===== config.mk =====
export PLATFORM = sky130hd
export DESIGN_NAME = i2c_slave_reg16_dat8_flat
export DESIGN_NICKNAME = d
export VERILOG_FILES = /design/src/rtl/i2c_slave_reg16_dat8_if.sv /design/src/rtl/i2c_slave_reg16_dat8.sv /design/src/flat_wrapper.sv
export SDC_FILE = /design/constraint.sdc
export NUM_CORES = 1
export LEC_CHECK = 0
export CORE_ASPECT_RATIO = 0.7
export CORE_MARGIN = 1.5
export CORE_UTILIZATION = 55
export DETAILED_ROUTE_END_ITERATION = 6
export GPL_ROUTABILITY_DRIVEN = 0
export PLACE_DENSITY = 0.78
export SYNTH_ARGS = -nofsm -noshare
export SYNTH_HDL_FRONTEND = slang
export SYNTH_SLANG_ARGS = --single-unit

===== constraint.sdc =====
create_clock -name clk -period 4 [get_ports clk]
set_input_delay 0.8 -clock clk [delete_from_list [all_inputs] [get_ports clk]]
set_output_delay 0.8 -clock clk [all_outputs]
set_load 0.02 [all_outputs]

===== src/rtl/i2c_slave_reg16_dat8_if.sv =====
// Pad-side I2C lines plus the register-bus port of the 16-bit-address / 8-bit-data I2C target.
// The slave modport is the target's view; the master modport is the pad/register-file side.
interface i2c_slave_reg16_dat8_if;
    logic        i2c_sclk_IN;
    logic        i2c_sdat_IN;
    logic        i2c_sdat_OUT;
    logic        i2c_sdat_OE;
    logic [15:0] reg_addr;
    logic [7:0]  reg_wdata;
    logic        reg_wr;
    logic        reg_rd;
    logic [7:0]  reg_rdata;
    logic        busy;

    modport slave (
        input  i2c_sclk_IN, i2c_sdat_IN, reg_rdata,
        output i2c_sdat_OUT, i2c_sdat_OE, reg_addr, reg_wdata, reg_wr, reg_rd, busy
    );

    modport master (
        output i2c_sclk_IN, i2c_sdat_IN, reg_rdata,
        input  i2c_sdat_OUT, i2c_sdat_OE, reg_addr, reg_wdata, reg_wr, reg_rd, busy
    );
endinterface


===== src/rtl/i2c_slave_reg16_dat8.sv =====
// I2C target for {ID, REG_H, REG_L, DATA...} transactions with burst auto-increment,
// exposing a one-clock-strobe register bus for writes and reads.
module i2c_slave_reg16_dat8 #(
    parameter logic [6:0] DEV_ADDR = 7'h3C,
    parameter int         SYNC_LEN = 2
) (
    input logic                   clk,
    input logic                   rst,
    i2c_slave_reg16_dat8_if.slave bus
);
    typedef enum logic [3:0] {
        S_IDLE, S_DEVADDR, S_ACK_DEV, S_REG_H, S_ACK_H, S_REG_L,
        S_ACK_L, S_WDATA, S_ACK_W, S_RDATA, S_MACK
    } state_t;

    logic [SYNC_LEN-1:0] scl_sync_q;
    logic [SYNC_LEN-1:0] sda_sync_q;
    logic                scl_prev_q;
    logic                sda_prev_q;

    state_t      state_q;
    logic [3:0]  bit_cnt_q;
    logic [7:0]  shift_q;
    logic [7:0]  addr_h_q;
    logic [7:0]  tx_q;
    logic        rw_q;
    logic        ack_on_q;
    logic [1:0]  rd_stage_q;
    logic        inc_q;
    logic        oe_q;
    logic [15:0] reg_addr_q;
    logic [7:0]  reg_wdata_q;
    logic        reg_wr_q;
    logic        reg_rd_q;
    logic        busy_q;

    logic       scl_s, sda_s;
    logic       scl_rise, scl_fall, sda_rise, sda_fall;
    logic       start_det, stop_det;
    logic [7:0] shift_d;

    assign scl_s     = scl_sync_q[SYNC_LEN-1];
    assign sda_s     = sda_sync_q[SYNC_LEN-1];
    assign scl_rise  = scl_s & ~scl_prev_q;
    assign scl_fall  = ~scl_s & scl_prev_q;
    assign sda_rise  = sda_s & ~sda_prev_q;
    assign sda_fall  = ~sda_s & sda_prev_q;
    assign start_det = sda_fall & scl_s;
    assign stop_det  = sda_rise & scl_s;
    assign shift_d   = {shift_q[6:0], sda_s};

    // Synchronizers reset to the idle-bus level so leaving reset never fakes an edge.
    always_ff @(posedge clk) begin
        if (rst) begin
            scl_sync_q <= '1;
            sda_sync_q <= '1;
            scl_prev_q <= 1'b1;
            sda_prev_q <= 1'b1;
        end else begin
            scl_sync_q <= {scl_sync_q[SYNC_LEN-2:0], bus.i2c_sclk_IN};
            sda_sync_q <= {sda_sync_q[SYNC_LEN-2:0], bus.i2c_sdat_IN};
            scl_prev_q <= scl_s;
            sda_prev_q <= sda_s;
        end
    end

    always_ff @(posedge clk) begin
        if (rst) begin
            state_q     <= S_IDLE;
            bit_cnt_q   <= 4'd0;
            shift_q     <= 8'd0;
            addr_h_q    <= 8'd0;
            tx_q        <= 8'd0;
            rw_q        <= 1'b0;
            ack_on_q    <= 1'b0;
            rd_stage_q  <= 2'd0;
            inc_q       <= 1'b0;
            oe_q        <= 1'b0;
            reg_addr_q  <= 16'd0;
            reg_wdata_q <= 8'd0;
            reg_wr_q    <= 1'b0;
            reg_rd_q    <= 1'b0;
            busy_q      <= 1'b0;
        end else begin
            reg_wr_q <= 1'b0;
            reg_rd_q <= 1'b0;
            if (inc_q) begin
                reg_addr_q <= reg_addr_q + 16'd1;
                inc_q      <= 1'b0;
            end

            if (start_det) begin
                state_q    <= S_DEVADDR;
                bit_cnt_q  <= 4'd0;
                oe_q       <= 1'b0;
                ack_on_q   <= 1'b0;
                rd_stage_q <= 2'd0;
            end else if (stop_det) begin
                state_q    <= S_IDLE;
                bit_cnt_q  <= 4'd0;
                oe_q       <= 1'b0;
                ack_on_q   <= 1'b0;
                rd_stage_q <= 2'd0;
                busy_q     <= 1'b0;
            end else begin
                case (state_q)
                    S_IDLE: ;
                    S_DEVADDR: if (scl_rise) begin
                        shift_q   <= shift_d;
                        bit_cnt_q <= bit_cnt_q + 4'd1;
                        if (bit_cnt_q == 4'd7) begin
                            if (shift_d[7:1] == DEV_ADDR) begin
                                state_q <= S_ACK_DEV;
                                busy_q  <= 1'b1;
                                rw_q    <= shift_d[0];
                            end else begin
                                state_q <= S_IDLE;
                                busy_q  <= 1'b0;
                            end
                        end
                    end
                    S_REG_H: if (scl_rise) begin
                        shift_q   <= shift_d;
                        bit_cnt_q <= bit_cnt_q + 4'd1;
                        if (bit_cnt_q == 4'd7) begin
                            addr_h_q <= shift_d;
                            state_q  <= S_ACK_H;
                        end
                    end
                    S_REG_L: if (scl_rise) begin
                        shift_q   <= shift_d;
                        bit_cnt_q <= bit_cnt_q + 4'd1;
                        if (bit_cnt_q == 4'd7) begin
                            reg_addr_q <= {addr_h_q, shift_d};
                            state_q    <= S_ACK_L;
                        end
                    end
                    // A full data byte is committed only on the falling edge that opens its ACK slot.
                    S_WDATA: begin
                        if (scl_rise && bit_cnt_q != 4'd8) begin
                            shift_q   <= shift_d;
                            bit_cnt_q <= bit_cnt_q + 4'd1;
                        end else if (scl_fall && bit_cnt_q == 4'd8) begin
                            reg_wdata_q <= shift_q;
                            reg_wr_q    <= 1'b1;
                            inc_q       <= 1'b1;
                            oe_q        <= 1'b1;
                            ack_on_q    <= 1'b1;
                            bit_cnt_q   <= 4'd0;
                            state_q     <= S_ACK_W;
                        end
                    end
                    // First falling edge pulls SDA low, the next one releases it and moves on.
                    S_ACK_DEV, S_ACK_H, S_ACK_L, S_ACK_W: if (scl_fall) begin
                        if (!ack_on_q) begin
                            oe_q     <= 1'b1;
                            ack_on_q <= 1'b1;
                        end else begin
                            oe_q      <= 1'b0;
                            ack_on_q  <= 1'b0;
                            bit_cnt_q <= 4'd0;
                            case (state_q)
                                S_ACK_DEV: begin
                                    if (rw_q) begin
                                        state_q    <= S_RDATA;
                                        reg_rd_q   <= 1'b1;
                                        rd_stage_q <= 2'd1;
                                    end else begin
                                        state_q <= S_REG_H;
                                    end
                                end
                                S_ACK_H: state_q <= S_REG_L;
                                default: state_q <= S_WDATA;
                            endcase
                        end
                    end
                    S_RDATA: begin
                        if (rd_stage_q == 2'd1) begin
                            tx_q       <= bus.reg_rdata;
                            rd_stage_q <= 2'd2;
                        end else if (rd_stage_q == 2'd2) begin
                            oe_q       <= ~tx_q[7];
                            rd_stage_q <= 2'd0;
                        end
                        if (scl_rise) begin
                            bit_cnt_q <= bit_cnt_q + 4'd1;
                        end else if (scl_fall) begin
                            if (bit_cnt_q == 4'd8) begin
                                oe_q      <= 1'b0;
                                bit_cnt_q <= 4'd0;
                                state_q   <= S_MACK;
                            end else begin
                                oe_q <= ~tx_q[3'd7 - bit_cnt_q[2:0]];
                            end
                        end
                    end
                    S_MACK: begin
                        if (scl_rise) begin
                            if (!sda_s) begin
                                reg_addr_q <= reg_addr_q + 16'd1;
                                ack_on_q   <= 1'b1;
                            end else begin
                                state_q <= S_IDLE;
                                oe_q    <= 1'b0;
                                busy_q  <= 1'b0;
                            end
                        end else if (scl_fall && ack_on_q) begin
                            ack_on_q   <= 1'b0;
                            bit_cnt_q  <= 4'd0;
                            reg_rd_q   <= 1'b1;
                            rd_stage_q <= 2'd1;
                            state_q    <= S_RDATA;
                        end
                    end
                    default: state_q <= S_IDLE;
                endcase
            end
        end
    end

    assign bus.i2c_sdat_OUT = 1'b0;
    assign bus.i2c_sdat_OE  = oe_q;
    assign bus.reg_addr     = reg_addr_q;
    assign bus.reg_wdata    = reg_wdata_q;
    assign bus.reg_wr       = reg_wr_q;
    assign bus.reg_rd       = reg_rd_q;
    assign bus.busy         = busy_q;
endmodule

===== src/flat_wrapper.sv =====
// flat-port wrapper written by rule: the top's interface ports become plain ports
module i2c_slave_reg16_dat8_flat 
#(
    parameter logic [6:0] DEV_ADDR = 7'h3C,
    parameter int         SYNC_LEN = 2
)
  (clk, rst, bus_i2c_sclk_IN, bus_i2c_sdat_IN, bus_reg_rdata, bus_i2c_sdat_OUT, bus_i2c_sdat_OE, bus_reg_addr, bus_reg_wdata, bus_reg_wr, bus_reg_rd, bus_busy);
  i2c_slave_reg16_dat8_if bus_i ();
  input logic clk;
  input logic rst;
  input wire logic [$bits(bus_i.i2c_sclk_IN)-1:0] bus_i2c_sclk_IN;
  input wire logic [$bits(bus_i.i2c_sdat_IN)-1:0] bus_i2c_sdat_IN;
  input wire logic [$bits(bus_i.reg_rdata)-1:0] bus_reg_rdata;
  output wire logic [$bits(bus_i.i2c_sdat_OUT)-1:0] bus_i2c_sdat_OUT;
  output wire logic [$bits(bus_i.i2c_sdat_OE)-1:0] bus_i2c_sdat_OE;
  output wire logic [$bits(bus_i.reg_addr)-1:0] bus_reg_addr;
  output wire logic [$bits(bus_i.reg_wdata)-1:0] bus_reg_wdata;
  output wire logic [$bits(bus_i.reg_wr)-1:0] bus_reg_wr;
  output wire logic [$bits(bus_i.reg_rd)-1:0] bus_reg_rd;
  output wire logic [$bits(bus_i.busy)-1:0] bus_busy;
  assign bus_i.i2c_sclk_IN = bus_i2c_sclk_IN;
  assign bus_i.i2c_sdat_IN = bus_i2c_sdat_IN;
  assign bus_i.reg_rdata = bus_reg_rdata;
  assign bus_i2c_sdat_OUT = bus_i.i2c_sdat_OUT;
  assign bus_i2c_sdat_OE = bus_i.i2c_sdat_OE;
  assign bus_reg_addr = bus_i.reg_addr;
  assign bus_reg_wdata = bus_i.reg_wdata;
  assign bus_reg_wr = bus_i.reg_wr;
  assign bus_reg_rd = bus_i.reg_rd;
  assign bus_busy = bus_i.busy;
  i2c_slave_reg16_dat8 #(.DEV_ADDR(DEV_ADDR), .SYNC_LEN(SYNC_LEN)) u_core (.clk(clk), .rst(rst), .bus(bus_i));
endmodule

==> reports/qor.yml <==
io_pins: 41
met2_usage: 0.415
grt_use_met3: 0.0640
worst_pin_slew_ns: 0.872
vias: 3675
finClkSkew_ns: 0.00736
clockRootBuffer: "clkbuf_8"
cts.sinks: 70
cts_resized: 0
comb_power_share: 0.090
die_area_mm2: 0.00774
first_iter_violations: 291
critPathArrivalTime_ns: 3.04
power_uw: 1530
holdWs_ns: 0.415
min_to: "u_core.sda_sync_q[1]"
seqPwrFrac: 0.476
regToRegEndpoint: "u_core.bus.reg_addr[11]"
ff2ff_path_depth: 7
grtUsageMet1: 0.401
cts_setup_buffers: 0
syn_to_final_growth_pct: 16.0
cts_tree: "built"
cts_buffers: 9
ys.flop_type: "dfxtp_1"
synth_edf_count: 0
worstReg2RegStart: "u_core.state_q[3]"
power_per_cell_area_mw_per_mm2: 333
vdd_drop_max_mv: 0.276
finalCritPeriodShare: 0.687
ys_seq_area_frac: 0.353
whs_path_depth: 1
n_antenna_cell: 0
htreeDepth: 3
setup_tns_ns: 0
portBuffers: 39
yosys.area.top_type: "dfxtp_1"
wl_per_cell_um: 17.1
grt_pass1_wl_um: 16900
die_x_um: 104
r2r_slack_ns: 1.25
finalHoldViolCount: 0
ys_top_cells_by_area: "dfxtp_1 35%, mux2i_1 9.3%, nor2_1 6.2%"
async_flop_share: 0
antenna_left: 0
n_fill_cell: 568
start_kind: "register"
critPathKind: "register to register"
synth_nets: 486
relSlewSlack: 0.418
max_cap_viol_count: 0
start_util: 0.579
nets: 510
path_max_fanout: 31
syn_inst: 471
die_h_um: 74.0
fin_ws_ns: 1.25
crit_required_ns: 4.29
vias_per_cell: 6.19
ys_seq_elements: 70
hp-start: "u_core.sda_sync_q[0]"
routed_wl_um: 10100
drive_gt1_frac: 0.0860
grt_pass1_vias: 3280
avgSynthCellArea_um2: 8.42
worst_setup_path_end_kind: "register"
leakage_uw: 0.00161
intPower_uw: 1140
dp_hpwl_um: 7140
clock.fmax_ghz: 0.364
clk_latency_ns: 0.36
grt_use_total: 0.278
hold_class: "register to register"
min_period_ns: 2.75
syn_area_mm2: 0.00397
core_area_mm2: 0.00685
drc: 0
post-route-util: 0.671
ys_types: 71
yosys_warnings: 0
first_pass_iters: 5
yosysTopAreaCellShare: 0.353
gr-max-usage-layer: "met2"
setup_viol: 0
multi_input_area_mm2: 0.00240
fp-row-count: 25
status: "finished, final reports clean"
grt_max_degree: 45
swShare: 0.259
register_area_mm2: 0.00140
cts.clk_slew.worst_paths_ns: 0.08
layout_common_cells: "70 x dfxtp_1, 65 x nor2_1, 39 x clkdlybuf4s50_1, 37 x mux2i_1, 32 x nand2_1"
clkPwrFrac: 0.433
grt_setup_unrepaired: "no"
maxSlewViolCount: 0
layout_commonest_cell: "dfxtp_1"
clk_path_buf_depth: 2
pre_cts_ws_ns: 1.36
gr-total-overflow: 0
ctsHoldBuffers: 0
switching_power_uw: 398
antenna_found_initial: 0
-- power by group through the flow --
stage	Combinational, µW	Sequential, µW	Clock (µW)
after floorplan	108	732	0
after global placement	133	745	0
after CTS	136	729	677
after global routing	152	732	711
after detailed placement	135	745	0
final	139	730	664
-- flip-flops by register name (all words and copies together) (netlist names), 4 cells and up --
name and count:
u_core.bus.reg_wdata 8, u_core.shift_q 8, u_core.bit_cnt_q 4, u_core.state_q 4, u_core.bus.reg_addr 16, u_core.tx_q 8, u_core.addr_h_q 8
-- synth_stat cells, types with 2 or more instances --
master,instances
a21o_1,3
ha_1,3
nand2b_1,7
nand4_1,2
dfxtp_1,70
and2_1,3
or3_1,3
buf_1,3
and4bb_2,2
o21ai_0,21
o31ai_1,4
a31o_2,2
buf_4,3
a31oi_1,3
clkbuf_1,14
and3b_1,2
nor3_1,13
and4_1,3
mux4_2,2
a21oi_1,23
nand4bb_1,3
xnor2_1,11
nand3_1,10
inv_1,8
mux2i_1,37
o22ai_1,16
nor4_1,3
and3_1,5
xor2_1,16
a22oi_1,10
or2_2,7
a311oi_1,2
nor2b_1,3
nand2_1,32
nor2_2,2
o22a_1,2
a221oi_1,3
nor2_1,65
a211oi_1,10
buf_2,9
-- through the flow --
step	cells	instance area, µm²
after floorplan	471	3970
after global placement	578	4370
after detailed placement	578	4370
after CTS	594	4600
after global routing	594	4600
final	594	4600
-- layer usage --
metal	vias up	wire length [µm]
met1	1720	4780
met4	0	130
li1	1759	-
met5	-	0
met3	12	984
met2	184	4240
-- critical path, stage by stage, from the launching register on --
cell,delay (ns)
dfxtp_1,0.90
nand4bb_1,0.48
nor3_1,0.46
buf_4,0.29
a21o_1,0.16
a41o_1,0.16
o21ai_0,0.07
a21oi_1,0.16
-- cell type report --
type / instances / share of cell area
inverters: 8 / 0.00653
flip-flops and latches: 70 / 0.305
well taps: 94 / 0.0256
clock buffers: 10 / 0.0299
clock inverters: 6 / 0.0204
multi-input cells: 363 / 0.521
repair buffers: 43 / 0.0914
-- cells by family (layout without fill, tap and decap cells) --
group | count (synthesis) | after routing | synth area share
AO/OA/AOI/OAI | 115 | 115 | 0.193
AND/OR/NAND/NOR | 178 | 178 | 0.237
other | 1 | 1 | 0.000946
multiplexers | 39 | 39 | 0.105
buffers and inverters | 38 | 67 | 0.0420
XOR/XNOR | 27 | 27 | 0.0596
adder cells (fa/ha/maj) | 3 | 3 | 0.00947
flip-flops | 70 | 70 | 0.353
-- how the worst max path moves through the flow --
stage                                start                 endpoint  slack [ns]  cells past startpoint
CTS                      u_core.state_q[3]  u_core.bus.reg_addr[11]        1.31                      7
global placement                       rst  u_core.bus.reg_addr[12]        1.46                      6
floorplan           u_core.bus.reg_addr[0]  u_core.bus.reg_addr[14]        1.94                      7
detailed placement       u_core.state_q[3]  u_core.bus.reg_addr[11]        1.36                      7
finish                   u_core.state_q[3]  u_core.bus.reg_addr[11]        1.25                      7
global route             u_core.state_q[3]  u_core.bus.reg_addr[11]        1.07                      7
Note: power is estimated with default switching activity, not from simulation.
==> variant: new RTL, same settings <==
`SYNC_LEN` is set to 2 in 2 places; all go to 4.
--- a/src/rtl/i2c_slave_reg16_dat8.sv
+++ b/src/rtl/i2c_slave_reg16_dat8.sv
@@ -2,7 +2,7 @@
 // exposing a one-clock-strobe register bus for writes and reads.
 module i2c_slave_reg16_dat8 #(
     parameter logic [6:0] DEV_ADDR = 7'h3C,
-    parameter int         SYNC_LEN = 2
+    parameter int         SYNC_LEN = 4
 ) (
     input logic                   clk,
     input logic                   rst,
--- a/src/flat_wrapper.sv
+++ b/src/flat_wrapper.sv
@@ -2,7 +2,7 @@
 module i2c_slave_reg16_dat8_flat 
 #(
     parameter logic [6:0] DEV_ADDR = 7'h3C,
-    parameter int         SYNC_LEN = 2
+    parameter int         SYNC_LEN = 4
 )
   (clk, rst, bus_i2c_sclk_IN, bus_i2c_sdat_IN, bus_reg_rdata, bus_i2c_sdat_OUT, bus_i2c_sdat_OE, bus_reg_addr, bus_reg_wdata, bus_reg_wr, bus_reg_rd, bus_busy);
   i2c_slave_reg16_dat8_if bus_i ();
Formal check against the unedited RTL: same outputs for any inputs over 4 cycles, from zero or initial values and one cycle with rst high; that may be too few to reach the edited logic, so the function may still have changed.
==> variant against the unedited design <==
  * Count of clock-buffer cells in the layout unchanged
  * Non-clock buffer count down 1
  * First-iteration DRC count is 47% higher
  * Utilization down 1.8 points
  * Final area rose by 4.5%
  * Setup slack got worse by 0.059 ns
  * Hold slack worse by 0.014 ns
  * Routed wire length grew 3.9%
  * Area after synthesis up 5.8%
  * Global-route usage fell by 1.0 points
  * Sequential cell count rose by 4
  * Highest routed layer unchanged
Power is not compared: it rests on default switching activity, and its combinational part moved more than twofold at a synthesized area within 25%.
==> variant: results (changes against the unedited design) <==
stage,metric,value,unit,change
run_status,status,"complete, no violations",,unchanged
timing,layout_setup_ws,1.20,ns,was 1.25 ns
worst_setup_path,r2r_cells,6,,was 7
route,vias,3718,,was 3675
route,wl,10500,um,was 10100 um
timing,slew-limit-headroom,47.6,%,was 41.8%
worst_setup_path,rr_startpoint,u_core.state_q[1],,was u_core.state_q[3]
cells_and_area,diodes,0,,unchanged
place,pre_cts_slack,1.26,ns,was 1.36 ns
yosys,syn_nets,482,,was 486
worst_setup_path,crit_path_max_incr_delay,0.78,ns,was 0.90 ns
grt,grtUsageTotal,26.8,%,was 27.8%
worst_setup_path,cp_data_arrival_time,3.09,ns,was 3.04 ns
worst_setup_path,cp_max_fo,22,,was 31
cells_and_area,finalNetCount,508,,was 510
grt,grt_first_pass_wirelength,17200,um,was 16900 um
grt,grt_pass1_vias,3311,,was 3280
route,dr.pass1.iters,7,,was 5
route,viasPerCell,6.24,,was 6.19
yosys,synth_cell_types,79,,was 71
yosys,seq_area_frac_synth,35.3,%,about the same
place,dp.cells,580,,was 578
worst_setup_path,rrSetupSlack,1.20,ns,was 1.25 ns
place,dp_hpwl,7490,um,was 7140 um
worst_setup_path,worstReg2RegEnd,u_core.bus.reg_addr[12],,was u_core.bus.reg_addr[11]
yosys,synth_cells,467,,was 471
route,drt_iter0_drc,429,,was 291
yosys,synth_area_leaders,"dfxtp_1 (35%), mux2i_1 (8.8%), nor2_1 (5.2%)",,"was dfxtp_1 (35%), mux2i_1 (9.3%), nor2_1 (6.2%)"
timing,skew,0.00938,ns,was 0.00736 ns
yosys,yosys-top-cells-count,"dfxtp_1 (74), nor2_1 (58), mux2i_1 (37)",,"was dfxtp_1 (70), nor2_1 (65), mux2i_1 (37)"
[variant: changes by cell type after synthesis, sizes merged, moves of 5 or more]
cell    change
clkbuf      -7
o211ai      +7
nor3        -6
a211oi      -5
nand4       +5
o22ai       -5
[variant: layout make-up]
type | count | area [um2]
fillers | 649 | 2550
flip-flops and latches | 74 | 1480
multi-input cells | 357 | 2540
inverters | 9 | 33.8
clock buffers | 10 | 128
well taps | 98 | 123
clock inverters | 6 | 90.1
repair buffers | 42 | 413
[variant: how the worst min path moves through the flow]
stage,slack [ns],start,cells past startpoint,end
2_1_floorplan,0.39,u_core.scl_sync_q[0],1,u_core.scl_sync_q[1]
3_3_place_gp,0.39,u_core.scl_sync_q[1],1,u_core.scl_sync_q[2]
3_5_place_dp,0.39,u_core.scl_sync_q[2],1,u_core.scl_sync_q[3]
4_1_cts,0.40,u_core.scl_sync_q[2],1,u_core.scl_sync_q[3]
5_1_grt,0.42,u_core.sda_sync_q[1],1,u_core.sda_sync_q[2]
6_report,0.40,u_core.scl_sync_q[2],1,u_core.scl_sync_q[3]
[variant: power groups by stage]
| stage | Clock [W] | Sequential, W | Combinational (W) |
|---|---|---|---|
| floorplan | 0 | 0.000812 | 0.000498 |
| global placement | 0 | 0.000873 | 0.000517 |
| detailed placement | 0 | 0.000876 | 0.000533 |
| CTS | 0.000660 | 0.000859 | 0.000535 |
| global route | 0.000695 | 0.000871 | 0.000585 |
| finish | 0.000653 | 0.000861 | 0.000545 |
[variant: stage by stage]
step                util (%)  cell area [um2]  hold slack (ns)
floorplan                  -             4200            0.389
global placement        62.4             4590            0.391
detailed placement      62.4             4590            0.393
CTS                     65.4             4800            0.404
global route            65.4             4800            0.418
finish                  65.4             4800            0.401
[variant: routing by layer]
metal	wire length [um]	GRT usage (%)	up-vias	part of all wire, %
met3	1190	7.53	19	11
met5	0	0	-	0
met1	4900	41.4	1747	46
met4	147	6.71	0	1.4
li1	-	-	1763	-
met2	4290	36.2	189	41
[variant: kinds of logic (layout without fill, tap and decap cells)]
kind of cell	Yosys count	after routing	synth area share (%)
AOI/OAI and AO/OA	115	115	20.9
xor gates and xnor gates	21	21	4.38
adders and majority gates	3	3	0.895
buffers and inverters	36	67	4.24
DFF	74	74	35.3
muxes	39	39	9.90
other	1	1	0.0894
and+or+nand+nor	178	178	24.3
[variant: worst register-to-register path: stages, from the launching register on]
cell and delay (ns):
dfxtp_1 0.78, nand4bb_1 0.51, nor2_2 0.55, nand2_2 0.24
a2111oi_4 0.38, o221ai_1 0.17, o211ai_1 0.10
